### src/rtl/db_pkg.sv
// -----------------------------------------------------------------------------
// db_pkg
// Shared constants and helpers for the scanned debounce controller.
//   DEF_N        : default number of switch channels
//   DEF_TICK_DIV : default clock cycles per sample window
//   DEF_STABLE   : default consecutive disagreeing samples needed to toggle
//   clog2()      : ceil(log2(v)), for flows without $clog2
//   width_of()   : clog2() clamped to at least 1 bit, for sizing vectors
// -----------------------------------------------------------------------------
package db_pkg;

    localparam int DEF_N        = 4;
    localparam int DEF_TICK_DIV = 8;
    localparam int DEF_STABLE   = 3;

    function automatic int clog2(input int v);
        int r;
        r = 0;
        for (int x = v - 1; x > 0; x = x >> 1) begin
            r = r + 1;
        end
        return r;
    endfunction

    // A zero-width vector is illegal, so a 1-value range still gets one bit.
    function automatic int width_of(input int v);
        int r;
        r = clog2(v);
        return (r < 1) ? 1 : r;
    endfunction

endpackage

### src/rtl/db_sync2.sv
// -----------------------------------------------------------------------------
// db_sync2
// Two-flop synchronizer for one raw switch level.
//   clk     : system clock, rising edge
//   reset   : asynchronous, active-low; both flops clear to 0
//   i_async : raw asynchronous input
//   o_sync  : synchronized level, two clock edges behind i_async
// -----------------------------------------------------------------------------
module db_sync2 (
    input  logic clk,
    input  logic reset,
    input  logic i_async,
    output logic o_sync
);

    logic r_meta;
    logic r_sync;

    always_ff @(posedge clk or negedge reset) begin
        if (!reset) begin
            r_meta <= 1'b0;
            r_sync <= 1'b0;
        end else begin
            r_meta <= i_async;
            r_sync <= r_meta;
        end
    end

    assign o_sync = r_sync;

endmodule

### src/rtl/db_scan_ctrl.sv
// -----------------------------------------------------------------------------
// db_scan_ctrl
// Multi-channel switch debouncer. One slot counter divides time into windows of
// TICK_DIV cycles; in slot i (i < N) channel i is evaluated by a single shared
// compare/increment datapath. Slots N..TICK_DIV-1 are idle. A channel's
// debounced level flips after STABLE consecutive samples that disagree with it;
// any agreeing sample restarts the count.
//
// Parameters
//   N        : number of channels (1..16)
//   TICK_DIV : cycles per sample window, must be >= N
//   STABLE   : consecutive disagreeing samples required to toggle (>= 1)
// Ports
//   clk   : system clock, rising edge
//   reset : asynchronous, active-low; clears every register while low
//   sw    : raw switch levels
//   db    : debounced levels
//   rise  : one-cycle strobe, visible together with db[i] going 0->1
//   fall  : one-cycle strobe, visible together with db[i] going 1->0
//   slot  : current schedule position (doubles as the scheduler state)
//
// Each channel behaves as a small FSM {LOW, LOW_PEND(n), HIGH, HIGH_PEND(n)}
// encoded as (db[i], cnt[i]); cnt == 0 is the settled state. The FSM is split
// into a state register, a next-state block and an output block.
// -----------------------------------------------------------------------------
module db_scan_ctrl
    import db_pkg::*;
#(
    parameter int N        = DEF_N,
    parameter int TICK_DIV = DEF_TICK_DIV,
    parameter int STABLE   = DEF_STABLE,
    localparam int SLOT_W  = width_of(TICK_DIV)
) (
    input  logic              clk,
    input  logic              reset,
    input  logic [N-1:0]      sw,
    output logic [N-1:0]      db,
    output logic [N-1:0]      rise,
    output logic [N-1:0]      fall,
    output logic [SLOT_W-1:0] slot
);

    localparam int                 CNT_W     = width_of(STABLE + 1);
    localparam logic [CNT_W-1:0]   CNT_LIM   = CNT_W'(STABLE - 1);
    localparam logic [SLOT_W-1:0]  SLOT_LAST = SLOT_W'(TICK_DIV - 1);

    // ------------------------------------------------------------------
    // Synchronizers
    // ------------------------------------------------------------------
    logic [N-1:0] w_s;

    for (genvar gi = 0; gi < N; gi++) begin : g_sync
        db_sync2 u_sync (
            .clk     (clk),
            .reset   (reset),
            .i_async (sw[gi]),
            .o_sync  (w_s[gi])
        );
    end

    // ------------------------------------------------------------------
    // State
    // ------------------------------------------------------------------
    logic [SLOT_W-1:0] r_slot;
    logic [N-1:0]      r_db;
    logic [CNT_W-1:0]  r_cnt [N];
    logic [N-1:0]      r_rise;
    logic [N-1:0]      r_fall;

    logic [SLOT_W-1:0] w_slot_nxt;
    logic [N-1:0]      w_db_nxt;
    logic [CNT_W-1:0]  w_cnt_nxt [N];
    logic [N-1:0]      w_rise_nxt;
    logic [N-1:0]      w_fall_nxt;

    // ------------------------------------------------------------------
    // Slot decode and operand mux: only the serviced channel's sample,
    // level and count reach the shared datapath.
    // ------------------------------------------------------------------
    logic             w_active;
    logic             w_sel_s;
    logic             w_sel_db;
    logic [CNT_W-1:0] w_sel_cnt;

    always_comb begin
        w_active  = 1'b0;
        w_sel_s   = 1'b0;
        w_sel_db  = 1'b0;
        w_sel_cnt = '0;
        for (int i = 0; i < N; i++) begin
            if (r_slot == SLOT_W'(i)) begin
                w_active  = 1'b1;
                w_sel_s   = w_s[i];
                w_sel_db  = r_db[i];
                w_sel_cnt = r_cnt[i];
            end
        end
    end

    // ------------------------------------------------------------------
    // Shared compare / increment
    // ------------------------------------------------------------------
    logic             w_agree;
    logic             w_at_lim;
    logic             w_toggle;
    logic [CNT_W-1:0] w_cnt_upd;

    assign w_agree   = (w_sel_s == w_sel_db);
    assign w_at_lim  = (w_sel_cnt == CNT_LIM);
    assign w_toggle  = w_active && !w_agree && w_at_lim;
    // The count restarts both on agreement and on the toggle itself, since
    // after a toggle the new level agrees with the sample that caused it.
    assign w_cnt_upd = (w_agree || w_at_lim) ? '0 : (w_sel_cnt + CNT_W'(1));

    // ------------------------------------------------------------------
    // State register
    // ------------------------------------------------------------------
    always_ff @(posedge clk or negedge reset) begin
        if (!reset) begin
            r_slot <= '0;
            r_db   <= '0;
            r_rise <= '0;
            r_fall <= '0;
            for (int i = 0; i < N; i++) begin
                r_cnt[i] <= '0;
            end
        end else begin
            r_slot <= w_slot_nxt;
            r_db   <= w_db_nxt;
            r_rise <= w_rise_nxt;
            r_fall <= w_fall_nxt;
            for (int i = 0; i < N; i++) begin
                r_cnt[i] <= w_cnt_nxt[i];
            end
        end
    end

    // ------------------------------------------------------------------
    // Next-state logic. Unserviced channels hold; strobes default low so
    // they last exactly one cycle.
    // ------------------------------------------------------------------
    always_comb begin
        w_slot_nxt = (r_slot == SLOT_LAST) ? '0 : (r_slot + SLOT_W'(1));
        w_db_nxt   = r_db;
        w_rise_nxt = '0;
        w_fall_nxt = '0;
        for (int i = 0; i < N; i++) begin
            w_cnt_nxt[i] = r_cnt[i];
        end
        for (int i = 0; i < N; i++) begin
            if (w_active && (r_slot == SLOT_W'(i))) begin
                w_cnt_nxt[i] = w_cnt_upd;
                if (w_toggle) begin
                    w_db_nxt[i]   = ~r_db[i];
                    w_rise_nxt[i] = ~r_db[i];
                    w_fall_nxt[i] = r_db[i];
                end
            end
        end
    end

    // ------------------------------------------------------------------
    // Outputs
    // ------------------------------------------------------------------
    always_comb begin
        db   = r_db;
        rise = r_rise;
        fall = r_fall;
        slot = r_slot;
    end

endmodule

### config.mk
export PLATFORM = sky130hd
export DESIGN_NAME = db_scan_ctrl
export DESIGN_NICKNAME = d
export VERILOG_FILES = /design/src/rtl/db_pkg.sv /design/src/rtl/db_sync2.sv /design/src/rtl/db_scan_ctrl.sv
export SDC_FILE = /design/constraint.sdc
export NUM_CORES = 1
export LEC_CHECK = 0
export CAP_MARGIN = 20
export CORE_MARGIN = 1
export CORE_UTILIZATION = 47
export DETAILED_ROUTE_END_ITERATION = 10
export PLACE_DENSITY = 0.83
export RECOVER_POWER = 50
export SETUP_SLACK_MARGIN = 0.1
export SYNTH_ARGS = -nofsm -noshare
export SYNTH_HDL_FRONTEND = slang
export SYNTH_SLANG_ARGS = --single-unit
### constraint.sdc
create_clock -name clk -period 2.16 [get_ports clk]
set_input_delay 0.216 -clock clk [delete_from_list [all_inputs] [get_ports clk]]
set_output_delay 0.216 -clock clk [all_outputs]
set_load 0.005 [all_outputs]
# Word level (Yosys, flattened, before mapping)
# Index checks and enable logic that the tools add are counted.
[classes]
n_addsub = 2
eq_ne = 6
mux = 34
bitwise = 4
reduce_logical = 13
[ops]
columns = ["cell", "count"]
rows = [
  ["$mux W1", 28],
  ["$mux W2", 5],
  ["$reduce_and A2 Y1", 4],
  ["$eq A3 B2 Y1 const B", 2],
  ["$logic_and A1 B1 Y1", 6],
  ["$not A1 Y1", 4],
  ["$add A3 B1 Y3 const B", 1],
  ["$eq A3 B1 Y1 const B", 1],
  ["$eq A3 B3 Y1 const B", 1],
  ["$logic_not A3 Y1", 1],
  ["$mux W3", 1],
  ["$add A2 B1 Y2 const B", 1],
  ["$eq A2 B2 Y1 const B", 1],
  ["$eq A1 B1 Y1", 1],
  ["$logic_not A1 Y1", 1],
  ["$logic_or A1 B1 Y1", 1],
]
[totals]
reg_bits = 31
in_bits = 6
out_inout_bits = 15
word_cells = 78

# Logic depth before layout (Yosys ltp)
[depth]
word_depth = 11
depth_mapped = 12
ltp_nobuf = 11

# Modules after synthesis
# From an unflattened synthesis, not the netlist that was laid out.
[unflattened]
cells_unflattened = 113
area_unflattened_um2 = 1393.8
[by_module_without_submodules]
columns = ["module", "n_inst", "cells_per_inst", "area_per_inst_um2", "seq_area_each_um2"]
rows = [
  ["db_scan_ctrl", 1, 105, 1193.6, 575.6],
  ["db_sync2", 4, 2, 50.0, 50.0],
]

# Worst setup path before layout
# No wires, ideal clock.
[synth_timing]
path_kind = "reg2reg"
from = "register r_slot[0] (netlist: slot[0])"
to = "register r_db[1] (netlist: db[1])"
arrival_time_ps = 2343
t_required_ps = 2081
slack_ps = -263
path_stages_with_launch = 13
period_less_slack_ps = 2423
path_cell_list = "dfrtp_1 inv_1 ha_1 buf_2 a21oi_1 o21ai_0 a32o_1 inv_1 ha_1 clkbuf_1 nand3_1 nor3_1 xor2_1"
[synth_via]
elab_chain_cells = 10
[synth_lines]
columns = ["element", "line_no", "rtl"]
rows = [
  ["start: declaration", "db_scan_ctrl.sv:64", "logic [SLOT_W-1:0] r_slot;"],
  ["start signal: assignment", "db_scan_ctrl.sv:128", "r_slot <= w_slot_nxt;"],
  ["$logic_not A3 Y1", "db_scan_ctrl.sv:91", "if (r_slot == SLOT_W'(i)) begin"],
  ["$mux W1 (4 in a row)", "db_scan_ctrl.sv:91", ""],
  ["$eq A1 B1 Y1", "db_scan_ctrl.sv:108", "assign w_agree = (w_sel_s == w_sel_db);"],
  ["$logic_not A1 Y1", "db_scan_ctrl.sv:110", "assign w_toggle = w_active && !w_agree && w_at_lim;"],
  ["$logic_and A1 B1 Y1 (2 in a row)", "db_scan_ctrl.sv:110", ""],
  ["$reduce_and A2 Y1 (no source line) *", "--", ""],
  ["end signal: assignment", "db_scan_ctrl.sv:129", "r_db <= w_db_nxt;"],
  ["end: declaration", "db_scan_ctrl.sv:65", "logic [N-1:0] r_db;"],
]
# Mark *: on every way between the ends. The rest lies on a longest branch, timed or not.
# A chain may end at the register's enable or synchronous reset.

# Worst setup path after layout
[layout_timing]
from = "register r_slot[1] (netlist: slot[1])"
to = "register r_cnt[4] (netlist name)"
[layout_via]
elab_chain_cells = 8
[layout_lines]
columns = ["element", "line_no", "rtl"]
rows = [
  ["parallel branches: the longest is 8 deep, another holds $add A2 B1 Y2", "--", ""],
  ["end signal: indexed assignment", "db_scan_ctrl.sv:133", "r_cnt[i] <= w_cnt_nxt[i];"],
  ["end: declaration", "db_scan_ctrl.sv:66", "logic [CNT_W-1:0] r_cnt [N];"],
]
# Several ways; the timed one is not identified.

==> flow_metrics.env <==
export IMPL_syn_mean_instance_area_um2=12.3
export IMPL_die_w_um=56.5
export IMPL_clock_latency_ps=350
export IMPL_synth_xor_area_frac=0.0189
export IMPL_avgViaCountPerCell=5.69
export IMPL_area_growth_pct=55.1
export IMPL_worstSetupStartpointType="flop"
export IMPL_min_period_ps=2290
export IMPL_cts_root_buf="clkbuf_4"
export IMPL_startpoint="slot[1]"
export IMPL_maxSlewHeadroom=-0.0711
export IMPL_dp_cells=180
export IMPL_critPathMaxFanout=6
export IMPL_crit_chain="inv_4 > ha_4 > buf_4 > nand2b_1 > o221ai_2 > a211oi_4 > or2_4 > buf_8 > o41ai_4"
export IMPL_gp_congestion=0.872
export IMPL_diodes=0
export IMPL_post_drt_wl_per_cell_um=19.9
export IMPL_io_buffer_count=20
export IMPL_ys_seq_area_frac=0.557
export IMPL_final_cell_mix="dfrtp_1 (28), buf_4 (23), clkdlybuf4s50_1 (15)"
export IMPL_syn_instance_count=113
export IMPL_fin_area_mm2=0.00216
export IMPL_reg2reg_from="slot[1]"
export IMPL_setup_slack_ps=-127
export IMPL_numCtsBuffers=5
export IMPL_fp_dieH_um=56.5
export IMPL_nets=178
export IMPL_hold_worst_slack_ps=361
export IMPL_min_from="g_sync[1].u_sync.r_meta"
export IMPL_io_pin_count=21
export IMPL_vias=1120
export IMPL_final_common_cell="dfrtp_1"
export IMPL_yosysTopAreaCell="dfrtp_1"
export IMPL_rsz0062_at_grt="true"
export IMPL_cap_violations=1
export IMPL_worst_path_buf_inv=3
export IMPL_synth_area_mux_share=0.00808
export IMPL_synth_seq_cells=31
export IMPL_setup_violations=12
export IMPL_async_reset_ff_frac=1.00
export IMPL_htreeDepth=2
export IMPL_synth_ff_type="dfrtp_1"
export IMPL_tritoncts="built"
export IMPL_worst_setup_path_end_kind="flop"
export IMPL_antenna_left=0
export IMPL_dp_hpwl_mm=2.08
export IMPL_grt_max_degree=32
export IMPL_initial_utilization=0.501
export IMPL_worstMarginPinSlew_ps=1610
export IMPL_min_path_type="flop to flop"
export IMPL_firstDrtPassIters=4
export IMPL_yosysTopAreaCellShare=0.557
export IMPL_netlist_top_cells_area="dfrtp_1 (56%), ha_1 (6.3%), o41ai_2 (5.8%), nand2_1 (3.2%), nor3_1 (2.5%)"
export IMPL_power_density_mw_per_mm2=717
export IMPL_dieArea_mm2=0.00319
export IMPL_grt_ovfl_total=0
export IMPL_syn_area_mm2=0.00139
export IMPL_syn_nets=126
export IMPL_crit_required_ps=2400
export IMPL_grt_util_all_layers=0.242
export IMPL_placed_area_mm2=0.00181
export IMPL_grt_first_pass_wirelength_mm=5.57
export IMPL_fmax_ghz=0.437
export IMPL_synth_top_family_by_area="compound AO/OA/AOI/OAI gates"
export IMPL_pre_cts_slack_ps=-154
export IMPL_grt_pass1_vias=1126
export IMPL_drt_total_wl_mm=3.92
export IMPL_crit_arrival_ps=2530
export IMPL_fin_skew_ps=13.1
export IMPL_p_leak_nw=0.965
export IMPL_peakVddDrop_uv=739
export IMPL_finalHoldViolCount=0
export IMPL_synth_cell_types=32
export IMPL_yosysWarningCount=0
export IMPL_cts_sinks=31
export IMPL_core_rowCount=19
export IMPL_synth_edf_count=0
export IMPL_path_delay_family="compound AO/OA/AOI/OAI gates"
export IMPL_period_share=1.06
export IMPL_core_area_mm2=0.00278
export IMPL_crit_slowest_cell="dfrtp_2"
export IMPL_antenna_found_initial=0
export IMPL_cts_max_path_buffers=2
export IMPL_clkSlewWorstSetupHoldPaths_ps=110
export IMPL_violations="max-capacitance violations, max-slew violations, negative setup slack"
export IMPL_final_cells=197
export IMPL_synth_adder_area_share=0.0628
export IMPL_drtIter0Drc=53
export IMPL_crit_path_max_incr_delay_ps=450
export IMPL_outcome="complete, but fails checks"
export IMPL_synthSimpleGateAreaFrac=0.154
export IMPL_synth_compound_area_frac=0.161
export IMPL_drv_slew=32
export IMPL_drive_gt1_frac=0.470
export IMPL_drc_errors=0
export IMPL_criticalPathCategory="flop to flop"
per-layer routing:
| metal | global-route usage | part of all wire | routed length [µm] |
|---|---|---|---|
| met5 | 0 | 0 | 0 |
| met4 | 0.118 | 0.029 | 112 |
| met3 | 0.0760 | 0.038 | 147 |
| met2 | 0.402 | 0.53 | 2060 |
| met1 | 0.283 | 0.41 | 1600 |
power breakdown:
group / leakage [nW] / switching (mW) / internal (mW)
Sequential: 0.394 / 0.0555 / 0.634
Clock: 0.0482 / 0.210 / 0.273
Combinational: 0.522 / 0.175 / 0.201
registers in the layout (all words and copies together) (netlist names):
signal and count:
slot 3, r_cnt 8, fall 4, db 4, g_sync.u_sync.o_sync 4, g_sync.u_sync.r_meta 4, rise 4
metrics by stage:
step	power [mW]	TNS, ps	util
floorplan	0.846	0	-
global placement	0.952	0	0.649
CTS	1.49	-2.75	0.733
global route	1.62	-2210	0.777
finish	1.55	-650	0.777
detailed placement	0.965	-1080	0.649
worst paths after layout:
path                                           end  slack (ps)  cells after the start
min reg2reg                g_sync[1].u_sync.o_sync         360                      0
max reg2reg                               r_cnt[4]        -130                      9
min                        g_sync[1].u_sync.o_sync         360                      0
max in group asynchronous                  slot[2]         300                      2
max                                       r_cnt[4]        -130                      9
min in group asynchronous                  fall[2]         800                      2
Yosys cell counts (all sizes together), types with 2 or more instances:
master / count
xor2: 3
nor3: 7
buf: 3
o41ai: 7
inv: 6
nand2b: 4
nand3: 3
or2: 2
ha: 7
a21oi: 4
nor2: 3
nor2b: 2
nand2: 12
dfrtp: 31
and2: 4
o21ai: 2
kinds of logic after synthesis:
kind of cell	after synthesis
adder cells (fa/ha/maj)	7
AND/OR/NAND/NOR	40
multiplexers	1
AO/OA/AOI/OAI	21
XOR/XNOR	3
flip-flops	31
buffers and inverters	10
repair_timing:
| action | in CTS | in global routing |
|---|---|---|
| endpoints found under the hold margin | 0 | 0 |
| resized for setup | 20 | 17 |
| pin swaps | 8 | 9 |
| endpoints found under the setup margin | 19 | 20 |
| buffers inserted | 4 | 5 |
| hold buffers | 0 | 0 |
area by class of cell:
class | instances | area (µm²)
inverters | 6 | 25.0
clock buffers | 6 | 51.3
clock inverters | 2 | 35.0
well taps | 31 | 38.8
flip-flops and latches | 31 | 779
multi-input cells | 72 | 796
repair buffers | 49 | 437
fillers | 152 | 619
Note: power is estimated with default switching activity, not from simulation.
